### src/rtl/sram_march_tester.sv
// SRAM test sequencer: March C-, write sweep and read sweep over an external
// single-port macro, with on-the-fly read checking one cycle after each read.
module sram_march_tester #(
  parameter int DATA_WIDTH  = 4,
  parameter int ADDR_WIDTH  = 6,
  parameter int WMASK_WIDTH = 2,
  parameter int ERR_WIDTH   = 16
) (
  input  logic                   clock,
  input  logic                   reset,
  input  logic                   start,
  input  logic [1:0]             mode,
  input  logic [DATA_WIDTH-1:0]  pattern,
  input  logic [WMASK_WIDTH-1:0] wmask_cfg,
  output logic                   busy,
  output logic                   done,
  output logic                   pass,
  output logic [ERR_WIDTH-1:0]   error_count,
  output logic [ADDR_WIDTH-1:0]  first_fail_addr,
  output logic                   mem_we,
  output logic [WMASK_WIDTH-1:0] mem_wmask,
  output logic [ADDR_WIDTH-1:0]  mem_addr,
  output logic [DATA_WIDTH-1:0]  mem_din,
  input  logic [DATA_WIDTH-1:0]  mem_dout
);

  typedef enum logic [1:0] {S_IDLE, S_RUN, S_FLUSH, S_DONE} state_e;
  typedef enum logic [1:0] {M_MARCH, M_WSWEEP, M_RSWEEP} mode_e;

  localparam logic [ADDR_WIDTH-1:0] ADDR_MAX = '1;
  localparam logic [ADDR_WIDTH-1:0] ADDR_ONE = ADDR_WIDTH'(1);
  localparam logic [ERR_WIDTH-1:0]  ERR_ONE  = ERR_WIDTH'(1);

  state_e                 state_q;
  mode_e                  mode_q;
  logic [DATA_WIDTH-1:0]  pat_q;
  logic [WMASK_WIDTH-1:0] wmcfg_q;
  logic [2:0]             elem_q;
  logic [ADDR_WIDTH-1:0]  addr_q;
  logic                   wph_q;
  logic                   busy_q, done_q, pass_q;
  logic [ERR_WIDTH-1:0]   err_q, err_d;
  logic [ADDR_WIDTH-1:0]  ffa_q, ffa_d;
  logic                   mem_we_q;
  logic [WMASK_WIDTH-1:0] mem_wmask_q;
  logic [ADDR_WIDTH-1:0]  mem_addr_q;
  logic [DATA_WIDTH-1:0]  mem_din_q;
  logic                   op_rd_q;
  logic [DATA_WIDTH-1:0]  op_exp_q;
  logic                   chk_vld_q;
  logic [DATA_WIDTH-1:0]  chk_exp_q;
  logic [ADDR_WIDTH-1:0]  chk_addr_q;

  logic                   accept, last_op, asc, at_term, mismatch;
  mode_e                  sel_mode;
  logic [DATA_WIDTH-1:0]  sel_pat, d0, d1, sweep_word;
  logic [WMASK_WIDTH-1:0] sel_wm;
  logic [2:0]             adv_elem, nxt_elem;
  logic [ADDR_WIDTH-1:0]  adv_addr, nxt_addr;
  logic                   adv_wph, nxt_wph;
  logic                   gen_we, gen_rd;
  logic [WMASK_WIDTH-1:0] gen_wmask;
  logic [DATA_WIDTH-1:0]  gen_din, gen_exp;

  assign accept = start && (state_q == S_IDLE || state_q == S_DONE);

  // The cursor (elem/addr/wph) names the operation currently on the bus;
  // this block finds the operation that follows it.
  always_comb begin
    adv_elem = elem_q;
    adv_addr = addr_q;
    adv_wph  = wph_q;
    last_op  = 1'b0;
    asc      = !(elem_q == 3'd3 || elem_q == 3'd4);
    at_term  = asc ? (addr_q == ADDR_MAX) : (addr_q == '0);
    if (mode_q == M_MARCH) begin
      if (elem_q != 3'd0 && elem_q != 3'd5 && !wph_q) begin
        adv_wph = 1'b1;
      end else if (at_term) begin
        if (elem_q == 3'd5) begin
          last_op = 1'b1;
        end else begin
          adv_elem = elem_q + 3'd1;
          adv_wph  = 1'b0;
          adv_addr = (adv_elem == 3'd3 || adv_elem == 3'd4) ? ADDR_MAX : '0;
        end
      end else begin
        adv_addr = asc ? addr_q + ADDR_ONE : addr_q - ADDR_ONE;
        adv_wph  = (elem_q == 3'd0);
      end
    end else begin
      last_op  = (addr_q == ADDR_MAX);
      adv_addr = addr_q + ADDR_ONE;
    end
  end

  // On accept the first operation is built from the live inputs, since the
  // configuration registers are only loaded at that same edge.
  always_comb begin
    case (mode)
      2'd1:    sel_mode = M_WSWEEP;
      2'd2:    sel_mode = M_RSWEEP;
      default: sel_mode = M_MARCH;
    endcase
    if (!accept) sel_mode = mode_q;
    sel_pat = accept ? pattern : pat_q;
    sel_wm  = accept ? wmask_cfg : wmcfg_q;
    if (accept) begin
      nxt_elem = 3'd0;
      nxt_addr = '0;
      nxt_wph  = (sel_mode != M_RSWEEP);
    end else begin
      nxt_elem = adv_elem;
      nxt_addr = adv_addr;
      nxt_wph  = adv_wph;
    end
    d0         = sel_pat;
    d1         = ~sel_pat;
    sweep_word = nxt_addr[0] ? d1 : d0;
    gen_we     = 1'b0;
    gen_rd     = 1'b0;
    gen_wmask  = '0;
    gen_din    = '0;
    gen_exp    = '0;
    case (sel_mode)
      M_MARCH: begin
        gen_wmask = '1;
        if (nxt_wph) begin
          gen_we  = 1'b1;
          gen_din = nxt_elem[0] ? d1 : d0;
        end else begin
          gen_rd  = 1'b1;
          gen_exp = nxt_elem[0] ? d0 : d1;
        end
      end
      M_WSWEEP: begin
        gen_we    = 1'b1;
        gen_wmask = sel_wm;
        gen_din   = sweep_word;
      end
      default: begin
        gen_rd  = 1'b1;
        gen_exp = sweep_word;
      end
    endcase
  end

  always_comb begin
    mismatch = chk_vld_q && (mem_dout != chk_exp_q);
    err_d    = err_q;
    ffa_d    = ffa_q;
    if (mismatch) begin
      if (err_q == '0) ffa_d = chk_addr_q;
      if (err_q != '1) err_d = err_q + ERR_ONE;
    end
  end

  always_ff @(posedge clock) begin
    if (reset) begin
      state_q     <= S_IDLE;
      mode_q      <= M_MARCH;
      pat_q       <= '0;
      wmcfg_q     <= '0;
      elem_q      <= '0;
      addr_q      <= '0;
      wph_q       <= 1'b0;
      busy_q      <= 1'b0;
      done_q      <= 1'b0;
      pass_q      <= 1'b0;
      err_q       <= '0;
      ffa_q       <= '0;
      mem_we_q    <= 1'b0;
      mem_wmask_q <= '0;
      mem_addr_q  <= '0;
      mem_din_q   <= '0;
      op_rd_q     <= 1'b0;
      op_exp_q    <= '0;
      chk_vld_q   <= 1'b0;
      chk_exp_q   <= '0;
      chk_addr_q  <= '0;
    end else begin
      err_q      <= err_d;
      ffa_q      <= ffa_d;
      chk_vld_q  <= op_rd_q;
      chk_exp_q  <= op_exp_q;
      chk_addr_q <= mem_addr_q;
      case (state_q)
        S_IDLE, S_DONE: begin
          if (accept) begin
            state_q     <= S_RUN;
            mode_q      <= sel_mode;
            pat_q       <= pattern;
            wmcfg_q     <= wmask_cfg;
            busy_q      <= 1'b1;
            done_q      <= 1'b0;
            pass_q      <= 1'b0;
            err_q       <= '0;
            ffa_q       <= '0;
            elem_q      <= nxt_elem;
            addr_q      <= nxt_addr;
            wph_q       <= nxt_wph;
            mem_we_q    <= gen_we;
            mem_wmask_q <= gen_wmask;
            mem_addr_q  <= nxt_addr;
            mem_din_q   <= gen_din;
            op_rd_q     <= gen_rd;
            op_exp_q    <= gen_exp;
          end
        end
        S_RUN: begin
          if (last_op) begin
            state_q     <= S_FLUSH;
            mem_we_q    <= 1'b0;
            mem_wmask_q <= '0;
            mem_addr_q  <= '0;
            mem_din_q   <= '0;
            op_rd_q     <= 1'b0;
            op_exp_q    <= '0;
          end else begin
            elem_q      <= nxt_elem;
            addr_q      <= nxt_addr;
            wph_q       <= nxt_wph;
            mem_we_q    <= gen_we;
            mem_wmask_q <= gen_wmask;
            mem_addr_q  <= nxt_addr;
            mem_din_q   <= gen_din;
            op_rd_q     <= gen_rd;
            op_exp_q    <= gen_exp;
          end
        end
        default: begin
          state_q <= S_DONE;
          busy_q  <= 1'b0;
          done_q  <= 1'b1;
          pass_q  <= (err_d == '0);
        end
      endcase
    end
  end

  assign busy            = busy_q;
  assign done            = done_q;
  assign pass            = pass_q;
  assign error_count     = err_q;
  assign first_fail_addr = ffa_q;
  assign mem_we          = mem_we_q;
  assign mem_wmask       = mem_wmask_q;
  assign mem_addr        = mem_addr_q;
  assign mem_din         = mem_din_q;

endmodule

### config.mk
export PLATFORM = sky130hd
export DESIGN_NAME = sram_march_tester
export DESIGN_NICKNAME = d
export VERILOG_FILES = /design/src/rtl/sram_march_tester.sv
export SDC_FILE = /design/constraint.sdc
export NUM_CORES = 1
export LEC_CHECK = 0
export ABC_AREA = 1
export CAP_MARGIN = 5
export CELL_PAD_IN_SITES_DETAIL_PLACEMENT = 1
export CELL_PAD_IN_SITES_GLOBAL_PLACEMENT = 2
export CORE_MARGIN = 2
export CORE_UTILIZATION = 31
export DETAILED_ROUTE_END_ITERATION = 7
export PLACE_DENSITY_LB_ADDON = 0.1
export REMOVE_ABC_BUFFERS = 1
export SKIP_CTS_REPAIR_TIMING = 1
export SYNTH_ARGS = -nofsm -noshare
export SYNTH_HDL_FRONTEND = slang
export SYNTH_SLANG_ARGS = --single-unit
### constraint.sdc
create_clock -name clock -period 2.46 [get_ports clock]
set_input_delay 0.492 -clock clock [delete_from_list [all_inputs] [get_ports clock]]
set_output_delay 0.492 -clock clock [all_outputs]
set_load 0.05 [all_outputs]
==> metrics.md <==
| Metric | Value |
|---|---|
| IR drop worst, VDD | 508 uV |
| Yosys warns | 0 |
| Leading post-synthesis cells by cell area | dfxtp_1 35%, nand2_1 13%, nor2_1 7.0% |
| Hold WS | between 0.4 and 0.5 ns |
| Final min period | 2.20 ns |
| Critical path required time | roughly 2.7 ns |
| TritonCTS Sinks | 74 |
| Area of the multi-input gates | around 2400 um^2 |
| Clock root buffer | clkbuf_16 |
| RSZ-0062 raised after global routing | false |
| Hold WC Path Type | reg -> reg |
| I/O Buffers | 52 |
| Slew @ Worst Pin | 0.610 ns |
| Internal power | 0.00378 W |
| Critical path fanouts, max | 6 |
| Global-route usage over all layers | 18.9% |
| Vias in the first global route | 4360 |
| Clk_skew | 0.00645 ns |
| CTS H-tree depth | 3 |
| CP Capture Type | register |
| Layout Utilization | 41.4% |
| Clock Latency Late Sink | 0.34 ns |
| First-pass GRT wire length | 21.9 mm |
| Post-route ant nets | 0 |
| Endpoints failing setup | 0 |
| Logic gate share of total power | about 55% |
| Total power | 0.00713 W |
| Max-cap violations | 0 |
| Switching power | approximately 0.0034 W |
| CTS tree | done |
| Antenna violations before repair | 0 |
| LEAKAGE | between 2 and 2.5 nW |
| Ys flop type | dfxtp_1 |
| Post-synthesis cell type count | 45 |
| Post-synthesis register bit count | 74 |
| Grt ovf | 0 |
| Top cells by count, synth | 150 x nand2_1, 78 x nor2_1, 74 x dfxtp_1, 66 x inv_1, 51 x nand3_1 |
| Syn avg cell area | 6.82 um^2 |
| Sw frac | 47.0% |
| Clk pwr share | 20.5% |
| Status | completed |
| Pwr dens | 1300 nW/um^2 |
| Final hold violation count | 0 |
| Nets | 720 |
| Placeable core area | ~13000 um^2 |
| GP Congestion | 0.868 |
| DR vias/cell | 4.84 |
| Number of synthesized flops with an enable pin | 0 |
| Async set-reset flop share out of synthesis | 0% |
| IO Pins | 53 |
| Largest net degree at the start of global routing | 24 |
| Die ar. | 14500 um^2 |
| Cell taking the most area after synthesis | dfxtp_1 |
| Rows | 42 |
| Final Max Tran Viols | 0 |
| Sequential share of power | 24.6% |
| Total Wirelength | around 13 mm |
| DR WL/cell | 14.8 um |
| Remaining routing DRC violations | 0 |
| Num CTS Buffers | 9 |
| Register area share after synthesis | 35.2% |
| Initial Utilization | a little under a third |
| P&R area growth vs syn | 30.5% |
| Critical path type | reg -> reg |
| # fillers | 1694 |
| Clk slew on worst S/H paths | 0.06 ns |
| CP arrival | 2.46 ns |
| Iteration-0 DRC Markers | 187 |
| Die Y | 120 um |
| Post-Synthesis Cells | 616 |
| CTS Buffer Depth | 2 |
| Max Freq | between 400 and 500 MHz |
| Reg area | roughly 1500 um^2 |
| Slew margin rel. | 59.3% |
| Post-DP HPWL | approximately 10 mm |
| Flop2flop setup slack | 0.26 ns |
| Fin crit share | about nine tenths |
| Die W | 120 um |
| Startpoint Class | register |
| Area share of the largest cell type after synthesis | 35.2% |
| Mapped Area | roughly 4200 um^2 |
| Vias | 4252 |
| Drt pass-1 iters | 4 |
| Antenna cells | 0 |
| Layout cell share with drive strength beyond 1 | 15.5% |
| Most numerous cell in the Yosys netlist | nand2_1 |
## metal layers
| layer | vias up | global-route usage, % | wire [um] |
|---|---|---|---|
| met3 | 19 | 3.35 | 355 |
| met2 | 60 | 32.3 | 6290 |
| met1 | 2012 | 24.4 | 6180 |
| li1 | 2161 | - | - |
| met4 | 0 | 5.60 | 203 |
| met5 | - | 0 | 0 |
## cell families (layout without fill, tap and decap cells)
| kind of cell | Yosys count | after routing | share of synthesized area, % |
|---|---|---|---|
| fa+ha+maj | 7 | 7 | 2.08 |
| compound gates | 89 | 89 | 12.4 |
| flops | 74 | 74 | 35.2 |
| simple gates | 339 | 339 | 38.3 |
| mux | 2 | 2 | 0.476 |
| buf+inv | 89 | 176 | 8.16 |
| xor+xnor | 16 | 16 | 3.33 |
## worst max-delay path, stage by stage (launching register included)
cell and delay (ns):
dfxtp_2 0.37, ha_1 0.23, nand3_1 0.16, inv_1 0.06, nand2_1 0.16, nand2_8 0.08
nand3_2 0.10, nand2_1 0.08, o211ai_2 0.09, nand2_4 0.14, nor2_8 0.16, inv_2 0.07
nor2_4 0.17, nand3_1 0.16, o31ai_1 0.09
## cell usage in the layout, fill, tap and decap left out, types with 4 or more instances in the layout
cell type        netlist  final
or2_2                  4      4
xnor2_1                8      8
inv_1                 66     66
a21oi_2                6      6
nand3_2                5      5
nor3_1                 7      7
dfxtp_1               74     71
nor2_2                 5      5
o21ai_1                6      6
nand2_2               11     12
ha_1                   7      6
nand3_1               51     51
o21ai_0               32     32
inv_2                  8      8
clkdlybuf4s50_1        0     52
clkbuf_16              0      9
nand4_1                9      9
nor2_1                78     78
xor2_1                 8      8
buf_4                  1     31
o31ai_1                5      5
a21oi_1               30     30
nand2_1              150    149
nand2_4                5      5
## flip-flops by register name, summed over array words and instances (netlist names), 2 cells and up
signal and count:
op_exp_q 4, pat_q 4, chk_exp_q 4, state_q 2, first_fail_addr 6, error_count 16, elem_q 3, chk_addr_q 6
mem_wmask 2, mode_q 2, mem_addr 6, addr_q 6, wmcfg_q 2, mem_din 4
## cell type report
cell class / instances / area share, %
multi-input cells: 453 / 43.6
flip-flops and latches: 74 / 27.1
repair buffers: 84 / 14.1
inverters: 76 / 5.20
clock buffers: 9 / 4.11
well taps: 176 / 4.02
clock inverters: 7 / 1.87
## worst paths after layout
| check | start | endpoint | depth (start not counted) |
|---|---|---|---|
| worst max-delay path | addr_q[0] | addr_q[2] | 14 |
| worst min-delay path | op_exp_q[2] | chk_exp_q[2] | 2 |
| worst max register to register | addr_q[0] | addr_q[2] | 14 |
| worst min register to register | op_exp_q[2] | chk_exp_q[2] | 2 |
## through the flow
step	cells	setup TNS, ns	instance area (um^2)	worst slack, ns
floorplan	603	0	4150	0.203
global placement	860	0	5120	0.0185
detailed placement	860	-0.0404	5120	-0.0294
CTS	876	0	5440	0.0814
global route	879	0	5480	0.0119
finish	879	0	5480	0.262
## power by group through the flow
stage | registers, W | logic [W] | clock network [W]
after floorplan | 0.00212 | 0.00227 | 0
after global placement | 0.00178 | 0.00391 | 0
final | 0.00175 | 0.00392 | 0.00146
after CTS | 0.00175 | 0.00397 | 0.00150
after detailed placement | 0.00178 | 0.00395 | 0
after global routing | 0.00179 | 0.00438 | 0.00156
No activity file was read; power rests on OpenSTA's default activity.
